==> src/rtl/h80_io_arbiter_if.sv <==
// Requester-side and peripheral-side signals of the H80 I/O arbiter.
// master = requesters plus peripheral model; slave = the arbiter itself.
interface h80_io_arbiter_if #(
    parameter int DATA_WIDTH = 8,
    parameter int ADDR_WIDTH = 16
);
    logic                  m0_req;
    logic                  m1_req;
    logic                  m0_we;
    logic                  m1_we;
    logic [ADDR_WIDTH-1:0] m0_addr;
    logic [ADDR_WIDTH-1:0] m1_addr;
    logic [DATA_WIDTH-1:0] m0_wdata;
    logic [DATA_WIDTH-1:0] m1_wdata;
    logic                  m0_ack;
    logic                  m1_ack;
    logic                  m0_err;
    logic                  m1_err;
    logic [DATA_WIDTH-1:0] m0_rdata;
    logic [DATA_WIDTH-1:0] m1_rdata;
    logic                  bus_ce_n;
    logic [ADDR_WIDTH-1:0] bus_addr;
    logic                  bus_rd_n;
    logic                  bus_wr_n;
    logic [DATA_WIDTH-1:0] bus_dout;
    logic                  bus_doe;
    logic [DATA_WIDTH-1:0] bus_din;
    logic                  bus_wait_n;

    modport master (
        output m0_req, m1_req, m0_we, m1_we, m0_addr, m1_addr, m0_wdata, m1_wdata,
        input  m0_ack, m1_ack, m0_err, m1_err, m0_rdata, m1_rdata,
        input  bus_ce_n, bus_addr, bus_rd_n, bus_wr_n, bus_dout, bus_doe,
        output bus_din, bus_wait_n
    );

    modport slave (
        input  m0_req, m1_req, m0_we, m1_we, m0_addr, m1_addr, m0_wdata, m1_wdata,
        output m0_ack, m1_ack, m0_err, m1_err, m0_rdata, m1_rdata,
        output bus_ce_n, bus_addr, bus_rd_n, bus_wr_n, bus_dout, bus_doe,
        input  bus_din, bus_wait_n
    );
endinterface

==> src/rtl/h80_io_arbiter.sv <==
// Round-robin arbiter/sequencer sharing one H80 I/O bus between two requesters.
// Access = idle+setup+strobe(>=STROBE_CYCLES, stretched by bus_wait_n, capped by TIMEOUT)+hold; req held until ack.
module h80_io_arbiter #(
    parameter int DATA_WIDTH    = 8,
    parameter int ADDR_WIDTH    = 16,
    parameter int STROBE_CYCLES = 2,
    parameter int TIMEOUT       = 64
) (
    input  logic clk,
    input  logic reset,
    h80_io_arbiter_if.slave io
);
    localparam logic [1:0] S_IDLE   = 2'd0;
    localparam logic [1:0] S_SETUP  = 2'd1;
    localparam logic [1:0] S_STROBE = 2'd2;
    localparam logic [1:0] S_HOLD   = 2'd3;
    localparam int CW = $clog2(TIMEOUT + 1);

    logic [1:0]    state;
    logic [1:0]    req_q;
    logic          last_grant;
    logic          gnt;
    logic          we_q;
    logic [CW-1:0] cnt;
    logic          pick;
    logic          done;
    logic          abort;

    // Tie goes to the port that was not served last.
    always_comb begin
        pick = 1'b0;
        case (req_q)
            2'b10:   pick = 1'b1;
            2'b11:   pick = ~last_grant;
            default: pick = 1'b0;
        endcase
    end

    // Normal completion has priority over abort when both hold in the same cycle.
    always_comb begin
        done  = (cnt >= CW'(STROBE_CYCLES)) && io.bus_wait_n;
        abort = !done && (cnt >= CW'(TIMEOUT));
    end

    always_ff @(posedge clk) begin
        if (reset) begin
            state       <= S_IDLE;
            req_q       <= 2'b00;
            last_grant  <= 1'b1;
            gnt         <= 1'b0;
            we_q        <= 1'b0;
            cnt         <= '0;
            io.m0_ack   <= 1'b0;
            io.m1_ack   <= 1'b0;
            io.m0_err   <= 1'b0;
            io.m1_err   <= 1'b0;
            io.m0_rdata <= '0;
            io.m1_rdata <= '0;
            io.bus_ce_n <= 1'b1;
            io.bus_addr <= '0;
            io.bus_rd_n <= 1'b1;
            io.bus_wr_n <= 1'b1;
            io.bus_dout <= '0;
            io.bus_doe  <= 1'b0;
        end else begin
            req_q     <= {io.m1_req, io.m0_req};
            io.m0_ack <= 1'b0;
            io.m1_ack <= 1'b0;
            io.m0_err <= 1'b0;
            io.m1_err <= 1'b0;
            case (state)
                S_IDLE: begin
                    if (|req_q) begin
                        gnt         <= pick;
                        last_grant  <= pick;
                        we_q        <= pick ? io.m1_we : io.m0_we;
                        io.bus_addr <= pick ? io.m1_addr : io.m0_addr;
                        io.bus_dout <= pick ? io.m1_wdata : io.m0_wdata;
                        io.bus_doe  <= pick ? io.m1_we : io.m0_we;
                        io.bus_ce_n <= 1'b0;
                        state       <= S_SETUP;
                    end
                end
                S_SETUP: begin
                    io.bus_rd_n <= we_q;
                    io.bus_wr_n <= ~we_q;
                    cnt         <= CW'(1);
                    state       <= S_STROBE;
                end
                S_STROBE: begin
                    if (done || abort) begin
                        io.bus_rd_n <= 1'b1;
                        io.bus_wr_n <= 1'b1;
                        if (gnt) begin
                            io.m1_ack <= 1'b1;
                            io.m1_err <= abort;
                            if (!we_q) io.m1_rdata <= abort ? '1 : io.bus_din;
                        end else begin
                            io.m0_ack <= 1'b1;
                            io.m0_err <= abort;
                            if (!we_q) io.m0_rdata <= abort ? '1 : io.bus_din;
                        end
                        state <= S_HOLD;
                    end else begin
                        cnt <= cnt + CW'(1);
                    end
                end
                default: begin
                    io.bus_ce_n <= 1'b1;
                    io.bus_doe  <= 1'b0;
                    state       <= S_IDLE;
                end
            endcase
        end
    end
endmodule
==> src/flat_wrapper.sv <==
// flat-port wrapper written by rule: the top's interface ports become plain ports
module h80_io_arbiter_flat 
#(
    parameter int DATA_WIDTH    = 8,
    parameter int ADDR_WIDTH    = 16,
    parameter int STROBE_CYCLES = 2,
    parameter int TIMEOUT       = 64
)
  (clk, reset, io_m0_req, io_m1_req, io_m0_we, io_m1_we, io_m0_addr, io_m1_addr, io_m0_wdata, io_m1_wdata, io_m0_ack, io_m1_ack, io_m0_err, io_m1_err, io_m0_rdata, io_m1_rdata, io_bus_ce_n, io_bus_addr, io_bus_rd_n, io_bus_wr_n, io_bus_dout, io_bus_doe, io_bus_din, io_bus_wait_n);
  h80_io_arbiter_if #(.DATA_WIDTH(DATA_WIDTH), .ADDR_WIDTH(ADDR_WIDTH)) io_i ();
  input  logic clk;
  input  logic reset;
  input wire logic [$bits(io_i.m0_req)-1:0] io_m0_req;
  input wire logic [$bits(io_i.m1_req)-1:0] io_m1_req;
  input wire logic [$bits(io_i.m0_we)-1:0] io_m0_we;
  input wire logic [$bits(io_i.m1_we)-1:0] io_m1_we;
  input wire logic [$bits(io_i.m0_addr)-1:0] io_m0_addr;
  input wire logic [$bits(io_i.m1_addr)-1:0] io_m1_addr;
  input wire logic [$bits(io_i.m0_wdata)-1:0] io_m0_wdata;
  input wire logic [$bits(io_i.m1_wdata)-1:0] io_m1_wdata;
  output wire logic [$bits(io_i.m0_ack)-1:0] io_m0_ack;
  output wire logic [$bits(io_i.m1_ack)-1:0] io_m1_ack;
  output wire logic [$bits(io_i.m0_err)-1:0] io_m0_err;
  output wire logic [$bits(io_i.m1_err)-1:0] io_m1_err;
  output wire logic [$bits(io_i.m0_rdata)-1:0] io_m0_rdata;
  output wire logic [$bits(io_i.m1_rdata)-1:0] io_m1_rdata;
  output wire logic [$bits(io_i.bus_ce_n)-1:0] io_bus_ce_n;
  output wire logic [$bits(io_i.bus_addr)-1:0] io_bus_addr;
  output wire logic [$bits(io_i.bus_rd_n)-1:0] io_bus_rd_n;
  output wire logic [$bits(io_i.bus_wr_n)-1:0] io_bus_wr_n;
  output wire logic [$bits(io_i.bus_dout)-1:0] io_bus_dout;
  output wire logic [$bits(io_i.bus_doe)-1:0] io_bus_doe;
  input wire logic [$bits(io_i.bus_din)-1:0] io_bus_din;
  input wire logic [$bits(io_i.bus_wait_n)-1:0] io_bus_wait_n;
  assign io_i.m0_req = io_m0_req;
  assign io_i.m1_req = io_m1_req;
  assign io_i.m0_we = io_m0_we;
  assign io_i.m1_we = io_m1_we;
  assign io_i.m0_addr = io_m0_addr;
  assign io_i.m1_addr = io_m1_addr;
  assign io_i.m0_wdata = io_m0_wdata;
  assign io_i.m1_wdata = io_m1_wdata;
  assign io_m0_ack = io_i.m0_ack;
  assign io_m1_ack = io_i.m1_ack;
  assign io_m0_err = io_i.m0_err;
  assign io_m1_err = io_i.m1_err;
  assign io_m0_rdata = io_i.m0_rdata;
  assign io_m1_rdata = io_i.m1_rdata;
  assign io_bus_ce_n = io_i.bus_ce_n;
  assign io_bus_addr = io_i.bus_addr;
  assign io_bus_rd_n = io_i.bus_rd_n;
  assign io_bus_wr_n = io_i.bus_wr_n;
  assign io_bus_dout = io_i.bus_dout;
  assign io_bus_doe = io_i.bus_doe;
  assign io_i.bus_din = io_bus_din;
  assign io_i.bus_wait_n = io_bus_wait_n;
  h80_io_arbiter #(.DATA_WIDTH(DATA_WIDTH), .ADDR_WIDTH(ADDR_WIDTH), .STROBE_CYCLES(STROBE_CYCLES), .TIMEOUT(TIMEOUT)) u_core (.clk(clk), .reset(reset), .io(io_i));
endmodule
==> config.mk <==
export PLATFORM = sky130hd
export DESIGN_NAME = h80_io_arbiter_flat
export DESIGN_NICKNAME = d
export VERILOG_FILES = /design/src/rtl/h80_io_arbiter_if.sv /design/src/rtl/h80_io_arbiter.sv /design/src/flat_wrapper.sv
export SDC_FILE = /design/constraint.sdc
export NUM_CORES = 1
export LEC_CHECK = 0
export ABC_AREA = 1
export CORE_ASPECT_RATIO = 1.25
export CORE_MARGIN = 2
export CORE_UTILIZATION = 62
export DETAILED_ROUTE_END_ITERATION = 7
export DONT_BUFFER_PORTS = 1
export GPL_TIMING_DRIVEN = 0
export PLACE_DENSITY_LB_ADDON = 0.3
export SETUP_SLACK_MARGIN = 0.02
export SLEW_MARGIN = 20
export SYNTH_ARGS = -nofsm -noshare
export SYNTH_HDL_FRONTEND = slang
export SYNTH_SLANG_ARGS = --single-unit
==> constraint.sdc <==
create_clock -name clk -period 1.8 [get_ports clk]
set_clock_uncertainty 0.1 [all_clocks]
set_input_delay 0.09 -clock clk [delete_from_list [all_inputs] [get_ports clk]]
set_output_delay 0.09 -clock clk [all_outputs]
set_load 0.05 [all_outputs]
==> results.md <==
* Status: finished clean
* CP endpoint kind: register
* RR Startpoint: u_core.state[0]
* WHS Endpoint: u_core.io.bus_rd_n
* H-tree levels at 3
* Met3 usage at 12.3%
* Setup WS post-layout at between 0.08 and 0.09 ns
* Final hold vios at 0
* Port bufs at 0
* CTS tree: yes
* WP depth at 7
* Placed cell area at 0.00285 sq mm
* Final Non-Filler Cells at 523
* Gpl congestion at 0.782
* Initial Utilization at 63.7%
* Share of layout cells above drive strength 1 at between 10 and 15%
* RSZ-0062 raised after global routing: yes
* Share of the yosys chip area belonging to registers at 44.7%
* Die ar. at between 0.005 and 0.006 sq mm
* Final Cycle Share at 95.6%
* Clk_lat worst skew at 0.34 ns
* Pwr/cell area at approximately 1300 mW/mm^2
* Crit path buf inv count at 3
* Register area at 0.00124 sq mm
* Via/cell ratio at 5.68
* Hold wc startpoint: io_bus_wait_n
* Final Cell Area at 0.00366 sq mm
* # nets final at 527
* Crit path DAT at around 1.9 ns
* Placed instance count at 445
* Chip height at 78.8 um
* Yosys warns at 0
* Syn nets at 454
* Area growth syn-to-layout at 31.8%
* Clock Sinks at 62
* Top Usage Layer GRT: met2
* Antenna Diode Count at 0
* Post-synth ARST share at 0%
* CTS buffer count at 9
* Leak at 1.60 nW
* Met2 layer usage reported by global route at 58.2%
* Largest net degree at the start of global routing at 11
* DPL Wire Length at 4580 um
* Setup bufs post-CTS at 0
* Syn Area/Cell at 7.18 sq um
* DRT Pass-1 Iters at 5
* Final setup vio count at 0
* Synthesized instance count at roughly 390
* CTS max path bufs at 2
* Slew Limit Fails at 0
* Via count at 2969
* Initial DRC Count at 208
* Max FO, Critical Path at 10
* Number of global-route vias before repair at 2926
* Most frequent CP cell: inv_1
* Critical-path cell with the highest stage delay: dfxtp_1
* R2r setup slk at 0.08 ns
* I/O pin cnt at 111
* Max Cap Viol at 0
* Final ANT Viol Nets at 0
* Clock-pin slew on the worst setup and hold paths at 0.07 ns
* Fill cells at 217
* Crit path time final at 1.72 ns
* Fmax at ~0.58 GHz
* Pre-CTS setup slack at about 0.047 ns
* Most common flop cell mapped by yosys: dfxtp_1
* Cell count of the worst reg-to-reg path at 7
* # rows at 27
* Synth Register Bits at between 60 and 70
* Root Buffer: clkbuf_8
* DRT Wirelength at 8740 um
* Least-Margin Pin Slew at 0.581 ns
* Chip Width at about 64 um
* CP cell instances: inv_1 -> ha_1 -> inv_1 -> a21oi_4 -> clkbuf_4 -> o21ai_0 -> a31oi_1
* Initial antenna violation count at 0
* Total grt overflow at 0
* Peak supply drop at about 1.3 mV
* Post-detailed-route wirelength per cell at 16.7 um
* Top cell family by delay on the critical path: compound AO/OA/AOI/OAI gates
* Fin Setup TNS at 0 ns
* Global-route wire length before repair at 13800 um
* WP data required at around 2.0 ns
* Crit start category: register
* Relative slew margins at 61.2%
* Total track usage at 35.2%
* Distinct cells, synth at 26
* Pwr Total at 0.00464 W
* Area of the mapped netlist at 0.00278 sq mm
* Post-synth EDFFs at 0
* Hold Path Class: in2reg
* Core box area at 0.00436 sq mm
* FF-to-FF End: u_core.io.bus_addr[9]
* Multi-input gate area at about 0.0013 sq mm
* Max stage delay on crit path at 0.32 ns
* WHS Path Cells at 4
* WS Path Type: reg2reg
* Grt met1 use at 39.4%
* DRC at 0
==> where the power goes <==
part | internal, W | switching (W)
Clock | 0.000530 | 0.000529
Sequential | 0.00160 | 0.000794
Combinational | 0.000433 | 0.000751
==> synth_stat cells (2+ instances only) <==
library cell,instances,area share [%]
buf_6,2,0.81
clkbuf_1,10,1.4
clkinv_1,2,0.27
nand3_1,15,2.7
dfxtp_1,62,45
buf_2,3,0.54
nand2_4,2,0.81
nand3_4,2,1.3
or2_2,9,2.0
ha_1,4,1.8
inv_1,34,4.6
nand2_1,110,15
a21oi_2,2,0.63
o21ai_0,28,5.0
a21oi_1,13,2.3
nor2_1,48,6.5
buf_4,3,0.81
nor3_2,2,0.72
nand2_2,6,1.4
a31oi_1,24,5.4
==> worst max-delay path by stage <==
stage	from	to
final	u_core.state[0]	u_core.io.bus_addr[9]
after global routing	u_core.state[0]	u_core.io.bus_dout[5]
after CTS	u_core.state[0]	u_core.io.bus_addr[2]
after detailed placement	u_core.state[0]	u_core.io.bus_dout[3]
after global placement	u_core.state[0]	u_core.io.bus_addr[6]
after floorplan	u_core.state[0]	u_core.io.bus_addr[5]
==> kinds of logic after synthesis <==
family	Yosys count	synth area share, %
AND/OR/NAND/NOR	198	31.2
flip-flops	62	44.7
AO/OA/AOI/OAI	68	13.6
XOR/XNOR	1	0.315
adder cells (fa/ha/maj)	4	1.80
buffers and inverters	54	8.38
==> per-layer routing <==
layer	vias up	wire [um]
met2	185	4210
met4	0	301
li1	1387	-
met5	-	0
met3	33	988
met1	1364	3240
==> what timing repair did <==
item / 4_1_cts / 5_1_grt
endpoints found under the setup margin: 0 / 27
endpoints found under the hold margin: 51 / 0
hold buffers: 62 / 0
gates resized for setup: 0 / 17
==> worst register-to-register path, cell delays in order (launching register included) <==
cell      delay (ns)
dfxtp_1         0.32
inv_1           0.08
ha_1            0.22
inv_1           0.10
a21oi_4         0.23
clkbuf_4        0.25
o21ai_0         0.12
a31oi_1         0.22
==> flip-flops by register name, indices dropped and copies added (netlist names) <==
register	count
u_core.io.m1_rdata	8
u_core.io.bus_dout	8
u_core.we_q	1
u_core.io.m1_err	1
u_core.last_grant	1
u_core.req_q	2
u_core.io.m1_ack	1
u_core.io.m0_err	1
u_core.state	2
u_core.io.m0_ack	1
u_core.io.bus_rd_n	1
u_core.cnt	7
u_core.io.bus_ce_n	1
u_core.io.m0_rdata	8
u_core.io.bus_addr	16
u_core.gnt	1
u_core.io.bus_wr_n	1
u_core.io.bus_doe	1
==> through the flow <==
step	hold WS [ns]	utilization, %
final	0.0160	84.0
after global routing	0.0598	84.0
after CTS	0.00918	83.5
after detailed placement	0.0718	65.4
after global placement	0.0620	65.4
after floorplan	0.0591	-
==> final cells by class <==
class	instances	share of cell area, %
plain buffers	18	3.01
flip-flops and latches	62	33.9
inverters	36	3.79
repair buffers	62	16.9
well taps	58	1.98
clock inverters	4	0.615
multi-input cells	271	35.8
clock buffers	12	3.96
==> cell usage in the layout, fill, tap and decap left out, types with 3 or more instances in the layout <==
cell,netlist,layout
a21oi_1,13,13
a31oi_1,24,24
buf_4,3,5
clkbuf_1,10,8
clkbuf_8,0,10
clkinv_2,0,3
dfxtp_1,62,62
dlygate4sd3_1,0,62
ha_1,4,4
inv_1,34,34
nand2_1,110,110
nand2_2,6,6
nand3_1,15,15
nor2_1,48,48
o21ai_0,28,28
or2_2,9,9
No activity file was read; power rests on OpenSTA's default activity.
